--- config.mk ---
export PLATFORM = sky130hd
export DESIGN_NAME = rom_port_arbiter
export DESIGN_NICKNAME = d
export VERILOG_FILES = /design/src/rtl/rom_arb_pkg.sv /design/src/rtl/rr_pick.sv /design/src/rtl/rom_port_arbiter.sv
export SDC_FILE = /design/constraint.sdc
export NUM_CORES = 1
export LEC_CHECK = 0
export ABC_AREA = 1
export ABC_CLOCK_PERIOD_IN_PS = 2500
export CAP_MARGIN = 30
export CELL_PAD_IN_SITES_DETAIL_PLACEMENT = 0
export CELL_PAD_IN_SITES_GLOBAL_PLACEMENT = 2
export CORE_MARGIN = 4
export CORE_UTILIZATION = 19
export CTS_CLUSTER_SIZE = 28
export DETAILED_ROUTE_END_ITERATION = 10
export GPL_ROUTABILITY_DRIVEN = 0
export GPL_TIMING_DRIVEN = 0
export PLACE_DENSITY = 0.86
export REMOVE_ABC_BUFFERS = 1
export SYNTH_ARGS = -nofsm -noshare
export SYNTH_HDL_FRONTEND = slang
export SYNTH_SLANG_ARGS = --single-unit
--- constraint.sdc ---
create_clock -name clk -period 2.5 [get_ports clk]
set_input_delay 0.375 -clock clk [delete_from_list [all_inputs] [get_ports clk]]
set_output_delay 0.375 -clock clk [all_outputs]
set_load 0.01 [all_outputs]
--- src/rtl/rom_arb_pkg.sv ---
// Shared constants and helpers for the sprite/GUI ROM port arbiter.
// Imported by rr_pick and rom_port_arbiter.
package rom_arb_pkg;

    localparam int N_REQ_DEF   = 3;
    localparam int AW_DEF      = 12;
    localparam int DW_DEF      = 12;
    localparam int ROM_LAT_DEF = 1;
    localparam int STAT_W      = 16;

    function automatic int onehot_to_idx(input logic [7:0] oh);
        int r;
        r = 0;
        for (int i = 0; i < 8; i++) begin
            if (oh[i]) r = i;
        end
        return r;
    endfunction

endpackage

--- src/rtl/rr_pick.sv ---
// Combinational round-robin picker: search starts one past ptr and wraps.
// Produces a one-hot grant, or zero when nothing is requested.
module rr_pick #(
    parameter int N  = 3,
    parameter int PW = 2
) (
    input  logic [N-1:0]  req,
    input  logic [PW-1:0] ptr,
    output logic [N-1:0]  gnt
);

    logic [PW-1:0] idx;
    logic          found;

    always_comb begin
        gnt   = '0;
        found = 1'b0;
        idx   = '0;
        for (int k = 1; k <= N; k++) begin
            idx = PW'((int'(ptr) + k) % N);
            if (!found && req[idx]) begin
                gnt[idx] = 1'b1;
                found    = 1'b1;
            end
        end
    end

endmodule

--- src/rtl/rom_port_arbiter.sv ---
// Round-robin sharing of one synchronous ROM read port with tagged returns.
// Optional per-frame grant statistics under ROM_ARB_STATS_EN.
module rom_port_arbiter
    import rom_arb_pkg::*;
#(
    parameter int N_REQ   = N_REQ_DEF,
    parameter int AW      = AW_DEF,
    parameter int DW      = DW_DEF,
    parameter int ROM_LAT = ROM_LAT_DEF
) (
    input  logic                    clk,
    input  logic                    rst,
    input  logic                    vsync_in,
    input  logic [N_REQ-1:0]        req,
    input  logic [N_REQ*AW-1:0]     addr,
    output logic [N_REQ-1:0]        gnt,
    output logic [AW-1:0]           rom_addr,
    input  logic [DW-1:0]           rom_data,
    output logic [DW-1:0]           rd_data,
    output logic [N_REQ-1:0]        rd_valid,
    output logic [N_REQ*STAT_W-1:0] stat_cnt
);

    localparam int PW = (N_REQ > 1) ? $clog2(N_REQ) : 1;

    logic [PW-1:0]    ptr;
    logic [PW-1:0]    sel;
    logic [N_REQ-1:0] xfer;
    logic [N_REQ-1:0] tag [ROM_LAT+1];

    rr_pick #(.N(N_REQ), .PW(PW)) u_pick (
        .req (req),
        .ptr (ptr),
        .gnt (gnt)
    );

    assign xfer = req & gnt;
    assign sel  = PW'(onehot_to_idx(8'(xfer)));

    // Tag stage 0 captures the owner; rd_valid is one register past the last stage.
    always_ff @(posedge clk) begin
        if (rst) begin
            rom_addr <= '0;
            rd_data  <= '0;
            rd_valid <= '0;
            ptr      <= PW'(N_REQ - 1);
            for (int k = 0; k <= ROM_LAT; k++) tag[k] <= '0;
        end else begin
            if (|xfer) begin
                rom_addr <= addr[sel*AW +: AW];
                ptr      <= sel;
            end
            tag[0] <= xfer;
            for (int k = 1; k <= ROM_LAT; k++) tag[k] <= tag[k-1];
            rd_data  <= rom_data;
            rd_valid <= tag[ROM_LAT];
        end
    end

`ifdef ROM_ARB_STATS_EN
    logic              vs_q;
    logic [STAT_W-1:0] cnt  [N_REQ];
    logic [STAT_W-1:0] stat [N_REQ];

    always_ff @(posedge clk) begin
        if (rst) begin
            vs_q <= 1'b0;
            for (int i = 0; i < N_REQ; i++) begin
                cnt[i]  <= '0;
                stat[i] <= '0;
            end
        end else begin
            vs_q <= vsync_in;
            for (int i = 0; i < N_REQ; i++) begin
                if (vsync_in && !vs_q) begin
                    stat[i] <= cnt[i];
                    cnt[i]  <= {{(STAT_W-1){1'b0}}, xfer[i]};
                end else if (xfer[i] && cnt[i] != {STAT_W{1'b1}}) begin
                    cnt[i] <= cnt[i] + 1'b1;
                end
            end
        end
    end

    for (genvar g = 0; g < N_REQ; g++) begin : g_stat
        assign stat_cnt[g*STAT_W +: STAT_W] = stat[g];
    end
`else
    logic unused_vsync;
    assign unused_vsync = vsync_in;
    assign stat_cnt     = '0;
`endif

endmodule

Word-level counts from Yosys, hierarchy flattened
Memories as Yosys holds them, arrays and structs flattened. A register that Yosys moved wholly into a read port is not among the register bits.
Index checks and enable logic that the tools add are counted.
- register bits: 26
- bits in writable memories: 6
- input bits: 54
- output and inout port bits: 78
- word-level logic and storage cells: 55
- memories: 1
- add/subtract/negate cells: 3
- multiply operators: 1
- divide/modulo/power cells: 3
- magnitude comparators: 6
- shifts and indexed selects: 1
- mux-type cells: 24
- bitwise operators: 5
- reduce and logical (&&, ||, !) cells: 8
- memories (memory ; depth ; bits a word ; rd ports ; clocked after Yosys merged registers in ; write ports ; line ; RTL):
    tag ; 2 ; 3 ; 2 ; 1 ; 2 ; rom_port_arbiter.sv:29 ; logic [N_REQ-1:0] tag [ROM_LAT+1];
- operators with widths (operator ; number):
    $mod A32 B3 Y32 const B ; 3
    $shiftx A36 B7 Y12 ; 1
    $mux W3 ; 5
    $mux W1 ; 12
    $lt A2 B3 Y1 const B ; 3
    $add A2 B2 Y3 const B ; 2
    $bmux W1 S2 ; 3
    $demux W1 S2 ; 3
    $ge A2 B1 Y1 const B ; 3
    $or A3 B3 Y3 ; 2
    $logic_and A1 B1 Y1 ; 5
    $mul A2 B2 Y4 const B ; 1
    $add A2 B1 Y3 const B ; 1
    $and A3 B3 Y3 ; 1
    $reduce_or A3 Y1 ; 1
    $logic_not A1 Y1 ; 2
    $mux W2 ; 1
    $or A1 B1 Y1 ; 2

Longest topological paths before layout
- depth in word-level cells: 16
- depth in mapped cells: 19
- mapped depth without buffers: 17

Cells and area by module
From an unflattened synthesis, not the netlist that was laid out.
- cell total of the unflattened synthesis: 298
- area total of the unflattened synthesis: 2023.2 µm²
- by module, submodules not included (module ; instances ; cells each ; area each (µm²) ; seq. area each (µm²)):
    rom_port_arbiter ; 1 ; 254 ; 1788.0 ; 700.7
    rr_pick ; 1 ; 44 ; 235.2 ; 0.0

Worst setup path after synthesis
OpenSTA, ideal clock, no wires.
- path kind: register -> register
- start point: reg ptr[0]
- end point: reg rom_addr[0]
- setup time: 0.128 ns
- arrival: 1.919 ns
- required time: 2.372 ns
- path slack: 0.453 ns
- cell stages (with the launch flop): 17
- path buffers: 2
- period minus slack after synthesis: 2.047 ns
- path through: dfxtp_1 inv_1 ha_1 buf_6 o21ai_4 nand2_4 nand3_1 nand2_1 inv_1 nand2_1 nand2_2 nand3_4 inv_4 buf_12 nor2_2 nor2_1 nor2_1
- RTL lines (item ; line ; RTL):
    start: declaration ; rom_port_arbiter.sv:26 ; logic [PW-1:0] ptr;
    start signal: assignment ; rom_port_arbiter.sv:46 ; ptr <= PW'(N_REQ - 1);
    start signal: assignment ; rom_port_arbiter.sv:51 ; ptr <= sel;
    $add A2 B1 Y3 ; rr_pick.sv:20 ; idx = PW'((int'(ptr) + k) % N);
    $mod A32 B3 Y32 ; rr_pick.sv:20 ;
    $lt A2 B3 Y1 (implied by the code), or another cell as far along ; rr_pick.sv:22 ; gnt[idx] = 1'b1;
    $logic_and A1 B1 Y1 (implied by the code) / $mux W1 (equally long branches) ; rr_pick.sv:22, rr_pick.sv:21 ;
    $mux W1 (on tied branches) ; rr_pick.sv:22, rr_pick.sv:21 ;
    $demux W1 S2 / $logic_not A1 Y1 (equally long branches) ; -- ;
    $mux W3 / $logic_and A1 B1 Y1 (equally long branches) ; rr_pick.sv:21 ; if (!found && req[idx]) begin
    $or A3 B3 Y3 (no source line) / $mux W1 (equally long branches) ; -- ;
    $mux W3 / $logic_not A1 Y1 (equally long branches) ; rr_pick.sv:21 ;
    $or A3 B3 Y3 (no source line) / $logic_and A1 B1 Y1 (equally long branches) ; -- ;
    $mux W3 * ; rr_pick.sv:21 ;
    net gnt[0] ; rom_port_arbiter.sv:16 ; output logic [N_REQ-1:0] gnt,
    $and A3 B3 Y3 * ; rom_port_arbiter.sv:37 ; assign xfer = req & gnt;
    $reduce_or A3 Y1 * ; rom_port_arbiter.sv:49 ; if (|xfer) begin
    end signal: assignment ; rom_port_arbiter.sv:50 ; rom_addr <= addr[sel*AW +: AW];
    end: declaration ; rom_port_arbiter.sv:17 ; output logic [AW-1:0] rom_addr,
The timed path passes the listed nets; every way through them passes the cells marked *. The select of a mux whose other input is x is not followed.
A chain may end at the register's enable or synchronous reset.

Worst setup path in the final report
- start point: reg ptr[0]
- end point: out gnt[1]
- longest elaborated chain between the ends: 11
- ends and longest elaborated chain (item ; line):
    $add A2 B1 Y3 ; rr_pick.sv:20
    $mod A32 B3 Y32 ; rr_pick.sv:20
    $lt A2 B3 Y1 (implied by the code), or another cell as far along ; rr_pick.sv:22
    $logic_and A1 B1 Y1 (implied by the code) / $mux W1 (equally long branches) ; rr_pick.sv:22, rr_pick.sv:21
    $mux W1 (on tied branches) ; rr_pick.sv:22, rr_pick.sv:21
    $demux W1 S2 / $logic_not A1 Y1 (equally long branches) ; --
    $mux W3 / $logic_and A1 B1 Y1 (equally long branches) ; rr_pick.sv:21
    $or A3 B3 Y3 (no source line) / $mux W1 (equally long branches) ; --
    $mux W3 / $logic_not A1 Y1 (equally long branches) ; rr_pick.sv:21
    $or A3 B3 Y3 (no source line) / $logic_and A1 B1 Y1 (equally long branches) ; --
    $mux W3 * ; rr_pick.sv:21
    end: declaration ; rom_port_arbiter.sv:16
Every way passes the cells marked *; elsewhere a longest branch is shown, timed or not. The select of a mux whose other input is x is not followed.

==> flow_metrics.py <==
metrics = {
    "cells_and_area": {
        "drive_gt1_frac": 0.119,
        "fin_util": 0.275,
        "post-route-cell-area_um2": 3300,
        "fin_nets": 484,
        "n_antenna_cell": 0,
        "area_delta_synth_final_pct": 41.4,
        "stdcell_count": 574,
        "fill_cells": 1337,
    },
    "timing": {
        "rsz0062_at_grt": "no",
        "setup_ws_ps": 147,
        "fmax_ghz": 0.425,
        "whs_ps": 401,
        "final_max_slew_viol_count": 0,
        "finalSetupViolations": 0,
        "hold_violations": 0,
        "fin_crit_sh": 0.941,
        "maxSlewHeadroom": 0.578,
        "fin_tns_setup_ps": 0,
        "period_needed_ps": 2350,
        "fin_skew_ps": 3.10,
        "tightest_slew_ps": 631,
    },
    "placed_design": {
        "pre_cts_slack_ps": -254,
        "dpl-instance-area_um2": 3090,
        "dp_hpwl_um": 4810,
        "dp.cells": 563,
        "numPortBuffers": 82,
    },
    "yosys": {
        "ys_ff_latch": 35,
        "synth_largest_area_cell": "dfxtp_1",
        "synth_area_per_cell_um2": 6.76,
        "synth_warnings": 0,
        "ys.flop_type": "dfxtp_1",
        "synth_area_um2": 2340,
        "synth-seq-area-share": 0.300,
        "async_reset_ff_frac": 0,
        "syn_inst": 346,
        "synth_top_area_frac": 0.300,
        "synth-edff-count": 0,
        "netlist_top_cells_count": "nand2_1, buf_4, inv_1",
        "synth_area_leaders": "dfxtp_1, buf_4, nand2_1, inv_1, nor2_1",
        "synthDistinctLibCells": 32,
        "post-synth-top-count-cell": "nand2_1",
    },
    "routing": {
        "ant_nets": 0,
        "viasPerCell": 3.55,
        "drt-initial-drc-count": 85,
        "firstDrtPassIters": 4,
        "wirelength_um": 6430,
        "num_vias": 2036,
        "drc": 0,
        "wl_per_cell_um": 11.2,
    },
    "cts": {
        "cts_buffer_depth": 2,
        "clock_sinks": 35,
        "ctsRootBufferMaster": "clkbuf_16",
        "htree_levels": 2,
        "cts_tree": "done",
        "path_clk_slew_ps": 60,
        "cts_inserted_buffers": 5,
        "clock_latency_ps": 270,
    },
    "critical_path": {
        "critPathArrivalTime_ps": 1980,
        "cp_slowest_cell": "dfxtp_2",
        "worstSetupEndpointType": "output pin",
        "worstPathRequired_ps": 2120,
        "cp_cell_sequence": "inv_1, ha_4, inv_4, nand2_2, nand3_2, nand2_4, nand4_1, nand2_8, clkdlybuf4s15_1",
        "cp_max_fo": 8,
        "critPathMaxStageDelay_ps": 360,
        "crit_type": "flip-flop to output pin",
        "start_kind": "flip-flop",
    },
    "pwr": {
        "max-vdd-ir-drop_v": 0.000292,
        "leakage_nw": 1.65,
        "p_per_area_nw_per_um2": 1080,
        "total_power_mw": 3.58,
    },
    "floorplanning": {
        "die_w_um": 119,
        "fp.coreArea_um2": 12000,
        "row_count": 40,
        "ios": 132,
        "die_h_um": 119,
        "initial_core_util": 0.195,
        "die_area_um2": 14100,
    },
    "global_routing": {
        "grt_pass1_vias": 1979,
        "grt_overflow_total": 0,
        "antenna_found_initial": 0,
        "grt_pass1_wl_um": 10100,
        "track_usage": 0.0896,
        "grt_max_degree": 27,
    },
    "min_path": {
        "hp-class": "flip-flop to flip-flop",
    },
    "outcome": {
        "status": "complete, no violations",
    },
    "job": {
        "maxCapViolCount": 0,
    },
}
[metal layers]
layer / vias to the layer above / GRT usage / routed length, µm
met2: 67 / 0.152 / 3170
li1: 1090 / - / -
met4: 0 / 0.0239 / 51
met5: - / 0 / 0
met1: 875 / 0.114 / 2820
met3: 4 / 0.0204 / 393
[cells in the final DEF (no fill, tap or decap), drive strengths merged]
cell type and n:
nand4 12, or2 1, nand3 14, buf 4, nor3 1, a31oi 1
clkbuf 6, dlymetal6s2s 1, nor2 52, clkdlybuf4s15 1, dlygate4sd2 2, ha 4
clkinv 3, nand2 97, conb 48, inv 56, clkdlybuf4s50 78, o211ai 1
nand3b 2, clkinvlp 1, dfxtp 35, o21ai 4, a21oi 3
[layout make-up]
cell class                 count  area [µm²]  share of cell area
clock buffer                   6         129              0.0390
timing repair buffer          86         872               0.264
sequential                    35         703               0.213
inverter                      58         223              0.0674
multi-input combinational    240        1180               0.357
clock inverter                 2        12.5             0.00379
tap                          147         184              0.0557
[flip-flops by register name (all words and copies together) (netlist names)]
| register | count |
|---|---|
| ptr | 2 |
| rd_data | 12 |
| rd_valid | 3 |
| rom_addr | 12 |
| tag | 6 |
[repair_timing]
item / 4_1_cts / 5_1_grt
gates resized for setup: 10 / 7
setup endpoints to repair: 16 / 12
buffers inserted: 3 / 0
hold buffers: 0 / 0
pin swaps: 2 / 0
[kinds of logic (layout without fill, tap and decap cells)]
logic type | after synthesis | after routing | share of synthesized area
adder cells (fa/ha/maj) | 4 | 4 | 0.0214
AO/OA/AOI/OAI | 9 | 9 | 0.0305
other | 1 | 48 | 0.00160
flip-flops | 35 | 35 | 0.300
buffers and inverters | 118 | 152 | 0.291
AND/OR/NAND/NOR | 179 | 179 | 0.356
[final timing paths]
check | cells past startpoint | to | slack [ps] | startpoint
worst max-delay path | 9 | gnt[1] | 150 | ptr[0]
worst min-delay path | 2 | tag[1][1] | 400 | tag[0][1]
worst max register to register | 16 | rom_addr[1] | 310 | ptr[0]
worst min register to register | 2 | tag[1][1] | 400 | tag[0][1]
[worst max-delay path, delay by kind of cell (launching register included)]
kind	cells	cell delay [ps]
adder cells (fa/ha/maj)	1	340
buffers and inverters	3	390
flip-flops	1	360
AND/OR/NAND/NOR	5	610
[report_power, final]
group	switching [mW]	leakage [nW]	internal, mW
Sequential	0.0561	0.289	0.675
Clock	0.228	0.0669	0.367
Combinational	1.39	1.29	0.865
Total	1.67	1.65	1.91
(Power assumes the default switching activity.)
